$ cat src/rtl/irq_pulse_gen.sv
// irq_pulse_gen: periodic PL-to-PS interrupt source.
// Produces a one-cycle tick every PERIOD_CYCLES clocks, a PULSE_CYCLES wide
// edge interrupt, and a level interrupt held until software acks it. Ticks
// that arrive while the level interrupt is still pending are counted in a
// saturating miss counter.
// Optional build macro IRQ_PULSE_GEN_HEARTBEAT_EN adds a heartbeat toggle
// output and a 32-bit tick counter.
//
// state     | meaning
// ----------+-----------------------------------------------
// ST_IDLE   | no unacknowledged event, irq_level low
// ST_PEND   | event raised, waiting for software ack
module irq_pulse_gen #(
    parameter int PERIOD_CYCLES = 134217728,
    parameter int PULSE_CYCLES  = 256,
    parameter int MISS_W        = 8
) (
    input  logic              clk100_fclk0,
    input  logic              rstn,
    input  logic              enable,
    input  logic              ack,
    input  logic              clear_miss,
    output logic              tick,
    output logic              irq_level,
    output logic              irq_edge,
    output logic              pending,
    output logic [MISS_W-1:0] miss_count
`ifdef IRQ_PULSE_GEN_HEARTBEAT_EN
    ,
    output logic              heartbeat,
    output logic [31:0]       tick_count
`endif
);

    localparam int CNT_W = $clog2(PERIOD_CYCLES);
    localparam int PLS_W = $clog2(PULSE_CYCLES + 1);

    localparam logic [CNT_W-1:0]  CNT_LAST = CNT_W'(PERIOD_CYCLES - 1);
    localparam logic [PLS_W-1:0]  PLS_LOAD = PLS_W'(PULSE_CYCLES);
    localparam logic [MISS_W-1:0] MISS_MAX = '1;

    localparam logic [0:0] ST_IDLE = 1'b0;
    localparam logic [0:0] ST_PEND = 1'b1;

    generate
        if (PERIOD_CYCLES < 4) begin : g_bad_period
            $error("irq_pulse_gen: PERIOD_CYCLES must be >= 4");
        end
        if (PULSE_CYCLES < 1 || PULSE_CYCLES >= PERIOD_CYCLES) begin : g_bad_pulse
            $error("irq_pulse_gen: PULSE_CYCLES must be >= 1 and < PERIOD_CYCLES");
        end
    endgenerate

    logic [CNT_W-1:0] cnt;
    logic [PLS_W-1:0] pls_cnt;
    logic [0:0]       state;
    logic [0:0]       state_nxt;
    logic             miss_inc;

    // Period counter and registered tick strobe; disabling clears and holds.
    always_ff @(posedge clk100_fclk0) begin
        if (!rstn) begin
            cnt  <= '0;
            tick <= 1'b0;
        end else if (enable) begin
            cnt  <= (cnt == CNT_LAST) ? '0 : cnt + CNT_W'(1);
            tick <= (cnt == CNT_LAST);
        end else begin
            cnt  <= '0;
            tick <= 1'b0;
        end
    end

    // Edge pulse length counter, reloaded by each tick.
    always_ff @(posedge clk100_fclk0) begin
        if (!rstn || !enable) begin
            pls_cnt <= '0;
        end else if (tick) begin
            pls_cnt <= PLS_LOAD;
        end else if (pls_cnt != '0) begin
            pls_cnt <= pls_cnt - PLS_W'(1);
        end
    end

    assign irq_edge = (pls_cnt != '0);

    // Level FSM next state; a tick+ack in PEND retires the old event and
    // raises the new one, so it is not a miss.
    always_comb begin
        state_nxt = state;
        miss_inc  = 1'b0;
        case (state)
            ST_IDLE: begin
                if (tick) state_nxt = ST_PEND;
            end
            ST_PEND: begin
                if (ack && !tick) state_nxt = ST_IDLE;
                if (tick && !ack) miss_inc = 1'b1;
            end
            default: state_nxt = ST_IDLE;
        endcase
    end

    // Level FSM state register; enable does not touch it.
    always_ff @(posedge clk100_fclk0) begin
        if (!rstn) state <= ST_IDLE;
        else       state <= state_nxt;
    end

    assign pending   = (state == ST_PEND);
    assign irq_level = pending;

    // Saturating miss counter; a clear coinciding with a miss leaves one.
    always_ff @(posedge clk100_fclk0) begin
        if (!rstn) begin
            miss_count <= '0;
        end else if (clear_miss) begin
            miss_count <= miss_inc ? MISS_W'(1) : '0;
        end else if (miss_inc && (miss_count != MISS_MAX)) begin
            miss_count <= miss_count + MISS_W'(1);
        end
    end

`ifdef IRQ_PULSE_GEN_HEARTBEAT_EN
    // Heartbeat toggle and free-running tick count for board visibility.
    always_ff @(posedge clk100_fclk0) begin
        if (!rstn) begin
            heartbeat  <= 1'b0;
            tick_count <= '0;
        end else if (tick) begin
            heartbeat  <= ~heartbeat;
            tick_count <= tick_count + 32'd1;
        end
    end
`endif

endmodule

$ cat config.mk
export PLATFORM = sky130hd
export DESIGN_NAME = irq_pulse_gen
export DESIGN_NICKNAME = d
export VERILOG_FILES = /design/src/rtl/irq_pulse_gen.sv
export SDC_FILE = /design/constraint.sdc
export NUM_CORES = 1
export LEC_CHECK = 0
export ABC_AREA = 1
export BUFFER_PORTS_ARGS = -buffer_cell sky130_fd_sc_hd__clkbuf_2
export CAP_MARGIN = 25
export CORE_MARGIN = 2
export CORE_UTILIZATION = 55
export DETAILED_ROUTE_END_ITERATION = 10
export GPL_TIMING_DRIVEN = 0
export PLACE_DENSITY = 0.74
export RECOVER_POWER = 100
export SLEW_MARGIN = 15
export SYNTH_ARGS = -nofsm -noshare
export SYNTH_HDL_FRONTEND = slang
export SYNTH_SLANG_ARGS = --single-unit
export TNS_END_PERCENT = 100
$ cat constraint.sdc
create_clock -name clk100_fclk0 -period 3.9 [get_ports clk100_fclk0]
set_input_delay 0.78 -clock clk100_fclk0 [delete_from_list [all_inputs] [get_ports clk100_fclk0]]
set_output_delay 0.78 -clock clk100_fclk0 [all_outputs]
set_load 0.005 [all_outputs]
==> out/metrics.yaml, run 1 <==
setup_path:
  cp-end-kind: "register"
  critical_path_class: "reg2reg"
  worstPathCellList: "ha_1 -> nand2_2 -> nor2_1 -> nand2_1 -> nor2_1 -> nand2_4 -> nand2_1 -> clkbuf_1 -> a21oi_1"
  cp.required_ns: 4.06
  path_depth: 9
  max_stage_delay_ns: 0.61
  critical_path_peak_fanout: 10
  path_buf_inv: 1
  reg2reg_depth: 9
  start_kind: "register"
  cp_top_family: "simple AND/OR/NAND/NOR gates"
  cp.arrival_ns: 2.69
  cp_slowest_cell: "clkbuf_1"
floorplan:
  die_x_um: 70.5
  start_util_pct: 56.7
  core-area_um2: 4290
  fp.dieH_um: 70.5
  io_pins: 17
  rows: 24
  die_area_um2: 4970
grt:
  top_usage_layer: "met2"
  grt_max_degree: 14
  track_usage_pct: 20.9
  grt_pass1_vias: 2015
  grtUsageMet2_pct: 37.7
  grt_pass1_wl_um: 8330
  use_met3_pct: 4.76
  antenna_found_initial: 0
  grt.met1_usage_pct: 24.1
  grt_overflow_total: 0
clock_tree:
  postCtsSetupRepairBufs: 0
  cts_tree: "yes"
  insertion_delay_ns: 0.30
  cts_hold_buf: 0
  cts_root_buf: "clkbuf_8"
  clock_sinks: 46
  clk_path_buf_depth: 2
  cts_buffers: 5
  cts.clk_slew.worst_paths_ns: 0.08
  h-tree-depth: 2
  postCtsResizedCells: 0
detailed_routing:
  remaining_drc_errors: 0
  ant_nets: 0
  vias: 2126
  drt_wl_total_um: 4650
  drt-wirelength-per-cell_um: 10.9
  dr.pass1.iters: 4
  drt_iter0_markers: 87
  viasPerCell: 4.98
power_and_ir_drop:
  finalPower_mw: 1.23
  peakVddDrop_v: 0.000255
  p_leak_nw: 0.867
  powerDensity_nw_per_um2: 472
cells_and_area:
  layout.nets: 382
  antenna_cells: 0
  finish.utilization_pct: 60.6
  drive_gt1_share_pct: 13.6
  area_growth_pct: 6.94
  final_cells: 427
timing:
  final_hold_viol_count: 0
  fmax_ghz: 0.394
  rsz0062_at_grt: "no"
  relSlewSlack_pct: 50.5
  setup_tns_ns: 0
  setup_viol: 0
  worst_pin_slew_ns: 0.743
  finClkSkew_ns: 0.00516
  fin_crit_sh_pct: 65.0
  report.final.slew_viol_count: 0
  period_needed_ns: 2.54
synthesis:
  yosys_warnings: 0
  ys_seq_elements: 46
  synthFlopType: "dfxtp_1"
  syn_area_per_cell_um2: 6.93
  yosysSeqAreaShare_pct: 37.8
  synth_edf_count: 0
  synth.top_cell.area_share_pct: 37.8
  async_flop_share_pct: 0
  yosysTopAreaCell: "dfxtp_1"
  synth_cell_types: 25
  synth_area_leaders: "dfxtp_1, nand2_1, nor2_1"
  netlist_area_um2: 2430
  syn_inst: 351
  synth_nets: 359
flow_run:
  max_cap_viol_count: 0
placement:
  placed_cells: 419
  gp_congestion: 0.853
  portBuffers: 16
  hpwlAfterDp_um: 3500
worst_hold_path:
  hold_path_class: "reg2reg"
  hold_path_depth: 1
status:
  status: "finished clean"
==> logic make-up (layout without fill, tap and decap cells) <==
family,after synthesis,count (layout),share of synthesized area (%)
fa+ha+maj,3,3,1.54
compound gates,33,33,7.66
xor+xnor,15,15,5.40
simple gates,215,215,40.0
buf+inv,39,63,7.56
flops,46,46,37.8
==> cells in the final DEF (no fill, tap or decap) <==
cell type / n
nor2_2: 17
or2_2: 1
nand2_2: 3
clkbuf_1: 7
a21oi_1: 18
xor2_1: 9
ha_1: 3
a21oi_2: 4
nor2_4: 3
nor3_1: 1
clkbuf_4: 1
nand3b_1: 1
inv_2: 1
nand2_4: 1
nand4_1: 6
nand2_1: 100
xnor2_1: 6
clkbuf_2: 12
nor2_1: 66
o21ai_0: 10
nand3_1: 16
clkbuf_8: 8
dfxtp_1: 46
inv_1: 34
a21boi_0: 1
==> per-layer routing <==
metal  up-vias  part of all wire (%)
li1       1141                     -
met1       942                    45
met2        37                    49
met3         6                   4.6
met4         0                   1.4
met5         -                     0
==> path summary, 6_finish.rpt <==
kind / end / from / slack (ns)
worst max-delay path: cnt[14]$_SDFF_PP0_ / cnt[0]$_SDFF_PP0_ / 1.36
worst min-delay path: pls_cnt[0]$_SDFFE_PP0P_ / pls_cnt[0]$_SDFFE_PP0P_ / 0.45
worst max register to register: cnt[14]$_SDFF_PP0_ / cnt[0]$_SDFF_PP0_ / 1.36
worst min register to register: pls_cnt[0]$_SDFFE_PP0P_ / pls_cnt[0]$_SDFFE_PP0P_ / 0.45
==> flip-flops by register name (all words and copies together) (netlist names) <==
signal	count
tick	1
cnt	27
irq_level	1
miss_count	8
pls_cnt	9
==> synth_stat cells, drive strengths merged, types with 3 or more instances <==
cell / n
nand2: 104
nand3: 16
nand4: 6
inv: 35
dfxtp: 46
xor2: 9
o21ai: 10
nor2: 86
a21oi: 22
ha: 3
buf: 4
xnor2: 6
==> worst reg2reg max path: stages (launching register included) <==
cell and delay (ns):
dfxtp_1 0.40, ha_1 0.27, nand2_2 0.07, nor2_1 0.17
nand2_1 0.20, nor2_1 0.27, nand2_4 0.06, nand2_1 0.26
clkbuf_1 0.61, a21oi_1 0.08
==> power by group <==
group / switching, mW / internal [mW] / leakage [nW]
clock network: 0.156 / 0.179 / 0.0575
logic: 0.219 / 0.133 / 0.438
registers: 0.0309 / 0.510 / 0.372
==> final cells by class <==
type	instances	area [um2]
buffer	4	18.8
clock buffer	8	110
fill	417	1690
inverter	35	131
multi-input combinational	266	1280
sequential	46	921
tap	52	65.1
timing repair buffer	16	75.1
==> metrics by stage <==
stage          instance area (um2)  setup slack [ns]  hold WS (ns)
6_report                      2600              1.36         0.453
5_1_grt                       2600              1.08         0.476
4_1_cts                       2690              1.58         0.454
3_5_place_dp                  2580              1.92         0.442
3_3_place_gp                  2580              1.93         0.435
2_1_floorplan                 2430              2.15         0.422
No activity file was read; power rests on OpenSTA's default activity.
==> run 2: changes to the inputs <==
- CORE_UTILIZATION: 55 -> 54
- PLACE_DENSITY: 0.74 -> 0.75
- clock period: 3.9 -> 2.3 ns (I/O delays scaled with it)
==> out/metrics.yaml, run 2 (synthesis gave the netlist of run 1 again) <==
status:
  status: "finished clean"
clock_tree:
  postCtsResizedCells: 0  # unchanged
  clk_path_buf_depth: 2  # unchanged
  insertion_delay_ns: 0.30  # about the same
  postCtsSetupRepairBufs: 0  # unchanged
  cts_tree: "yes"
  cts_buffers: 5  # unchanged
  cts_root_buf: "clkbuf_8"
  cts.clk_slew.worst_paths_ns: 0.08  # about the same
  cts_hold_buf: 0  # unchanged
  h-tree-depth: 2  # unchanged
  clock_sinks: 46  # unchanged
cells_and_area:
  layout.nets: 382  # unchanged
  seqCellArea_um2: 921  # unchanged
  antenna_cells: 0  # unchanged
  final_common_cell: "nand2_1"
  final_cells: 426  # -0.23%
  multiInputGateArea_um2: 1250  # -2.3%
  area_growth_pct: 5.91
  largest_reg_flops: 27  # unchanged
  fillers: 414  # -0.72%
  finalInstanceArea_um2: 2580  # -0.96%
  top_regs: "cnt (27), pls_cnt (9), miss_count (8)"
  final_cell_mix: "nand2_1, nor2_1, dfxtp_1"
  drive_gt1_share_pct: 10.4  # -3.2 points
  largest_register: "cnt"
timing:
  report.final.slew_viol_count: 0  # unchanged
  period_needed_ns: 1.97
  fin_crit_sh_pct: 85.7
  final_hold_viol_count: 0  # unchanged
  fmax_ghz: 0.508
  worst_pin_slew_ns: 0.420  # -0.323 ns
  finClkSkew_ns: 0.00470  # -0.000456 ns
  setup_viol: 0  # unchanged
  rsz0062_at_grt: "no"
  relSlewSlack_pct: 71.9  # +21 points
  setup_tns_ns: 0  # unchanged
power_and_ir_drop:
  peakVddDrop_v: 0.000438  # +72%
  p_leak_nw: 0.886  # +2.1%
  switching_share_pct: 34.0  # +0.91 points
  intPower_mw: 1.32  # +60%
  powerDensity_nw_per_um2: 775  # +64%
  pwr-share-comb_pct: 30.9  # +2.2 points
  p_seq_share_pct: 45.9  # +1.9 points
  switchingPower_mw: 0.679  # +67%
  p_clk_share_pct: 23.2  # -4.1 points
setup_path:
  cp-end-kind: "output pin"
  cp.arrival_ns: 1.51  # -1.18 ns
  r2r_slack_ns: 0.45  # -0.91 ns
  reg2reg_depth: 9  # unchanged
  critical_path_class: "reg2out"
  start_kind: "register"
  cp.required_ns: 1.84  # -2.22 ns
  critical_path_peak_fanout: 10  # unchanged
detailed_routing:
  remaining_drc_errors: 0  # unchanged
  drt_wl_total_um: 4760  # +2.3%
  ant_nets: 0  # unchanged
  dr.pass1.iters: 4  # unchanged
  drt-wirelength-per-cell_um: 11.2  # +2.6%
  drt_iter0_markers: 121  # +39%
  viasPerCell: 5.11  # +2.7%
  vias: 2178  # +2.4%
floorplan:
  fp.dieH_um: 71.1  # +0.87%
  die_area_um2: 5060  # +1.7%
  die_x_um: 71.1  # +0.87%
  io_pins: 17  # unchanged
  rows: 24  # unchanged
  start_util_pct: 55.9  # -0.78 points
  core-area_um2: 4350  # +1.4%
grt:
  grt_overflow_total: 0  # unchanged
  grt_pass1_vias: 1987  # -1.4%
  grt_max_degree: 14  # unchanged
  grt_pass1_wl_um: 8220  # -1.2%
  antenna_found_initial: 0  # unchanged
  track_usage_pct: 20.3  # -0.68 points
flow_run:
  max_cap_viol_count: 0  # unchanged
placement:
  hpwlAfterDp_um: 3550  # +1.3%
  placed_cell_area_um2: 2580  # unchanged
  placed_cells: 419  # unchanged
  gp_congestion: 0.912  # +6.9%
  portBuffers: 16  # unchanged
worst_hold_path:
  hold_path_depth: 3  # +2
  hold_path_class: "in2reg"
[run 2: power by group through the flow]
stage	Sequential [mW]	Combinational [mW]	Clock (mW)
final	0.917	0.618	0.463
after global routing	0.928	0.747	0.503
after CTS	0.917	0.626	0.476
after detailed placement	0.936	0.621	0
after global placement	0.933	0.611	0
after floorplan	0.925	0.507	0
[run 2: worst max-delay path: stages, from the launching register on]
cell and delay (ns):
dfxtp_1 0.35, inv_1 0.06, ha_1 0.23, nand2_1 0.13, nor2_1 0.06, nand2_1 0.06
buf_2 0.19, clkbuf_2 0.14
[run 2: metal layers]
| layer | wire [um] | GRT usage [%] |
|---|---|---|
| met4 | 79 | 7.34 |
| met1 | 2150 | 24.8 |
| met3 | 189 | 4.84 |
| met2 | 2340 | 34.7 |
| met5 | 0 | 0 |
[run 2: area by class of cell]
type	instances	area share [%]
Sequential cell	46	35.7
Multi-Input combinational cell	266	48.5
Buffer	4	2.04
Timing Repair Buffer	16	3.01
Tap cell	52	2.52
Inverter	35	5.10
Clock inverter	2	0.388
Clock buffer	5	2.67
[run 2: path summary, 6_finish.rpt]
| kind | end | from |
|---|---|---|
| hold / removal | miss_count[0]$_SDFFE_PN0P_ | rstn |
| setup reg to reg | cnt[11]$_SDFF_PP0_ | cnt[0]$_SDFF_PP0_ |
| hold reg to reg | pls_cnt[0]$_SDFFE_PP0P_ | pls_cnt[0]$_SDFFE_PP0P_ |
| setup / recovery | irq_edge | pls_cnt[0]$_SDFFE_PP0P_ |
[run 2: stage by stage]
stage	hold WS [ns]	power (mW)	util [%]	worst slack (ns)
after floorplan	0.422	1.43	-	0.865
after global placement	0.435	1.54	59.2	0.652
after detailed placement	0.440	1.56	59.2	0.647
after CTS	0.419	2.02	61.0	0.314
after global routing	0.437	2.18	59.2	0.147
final	0.423	2.00	59.2	0.330
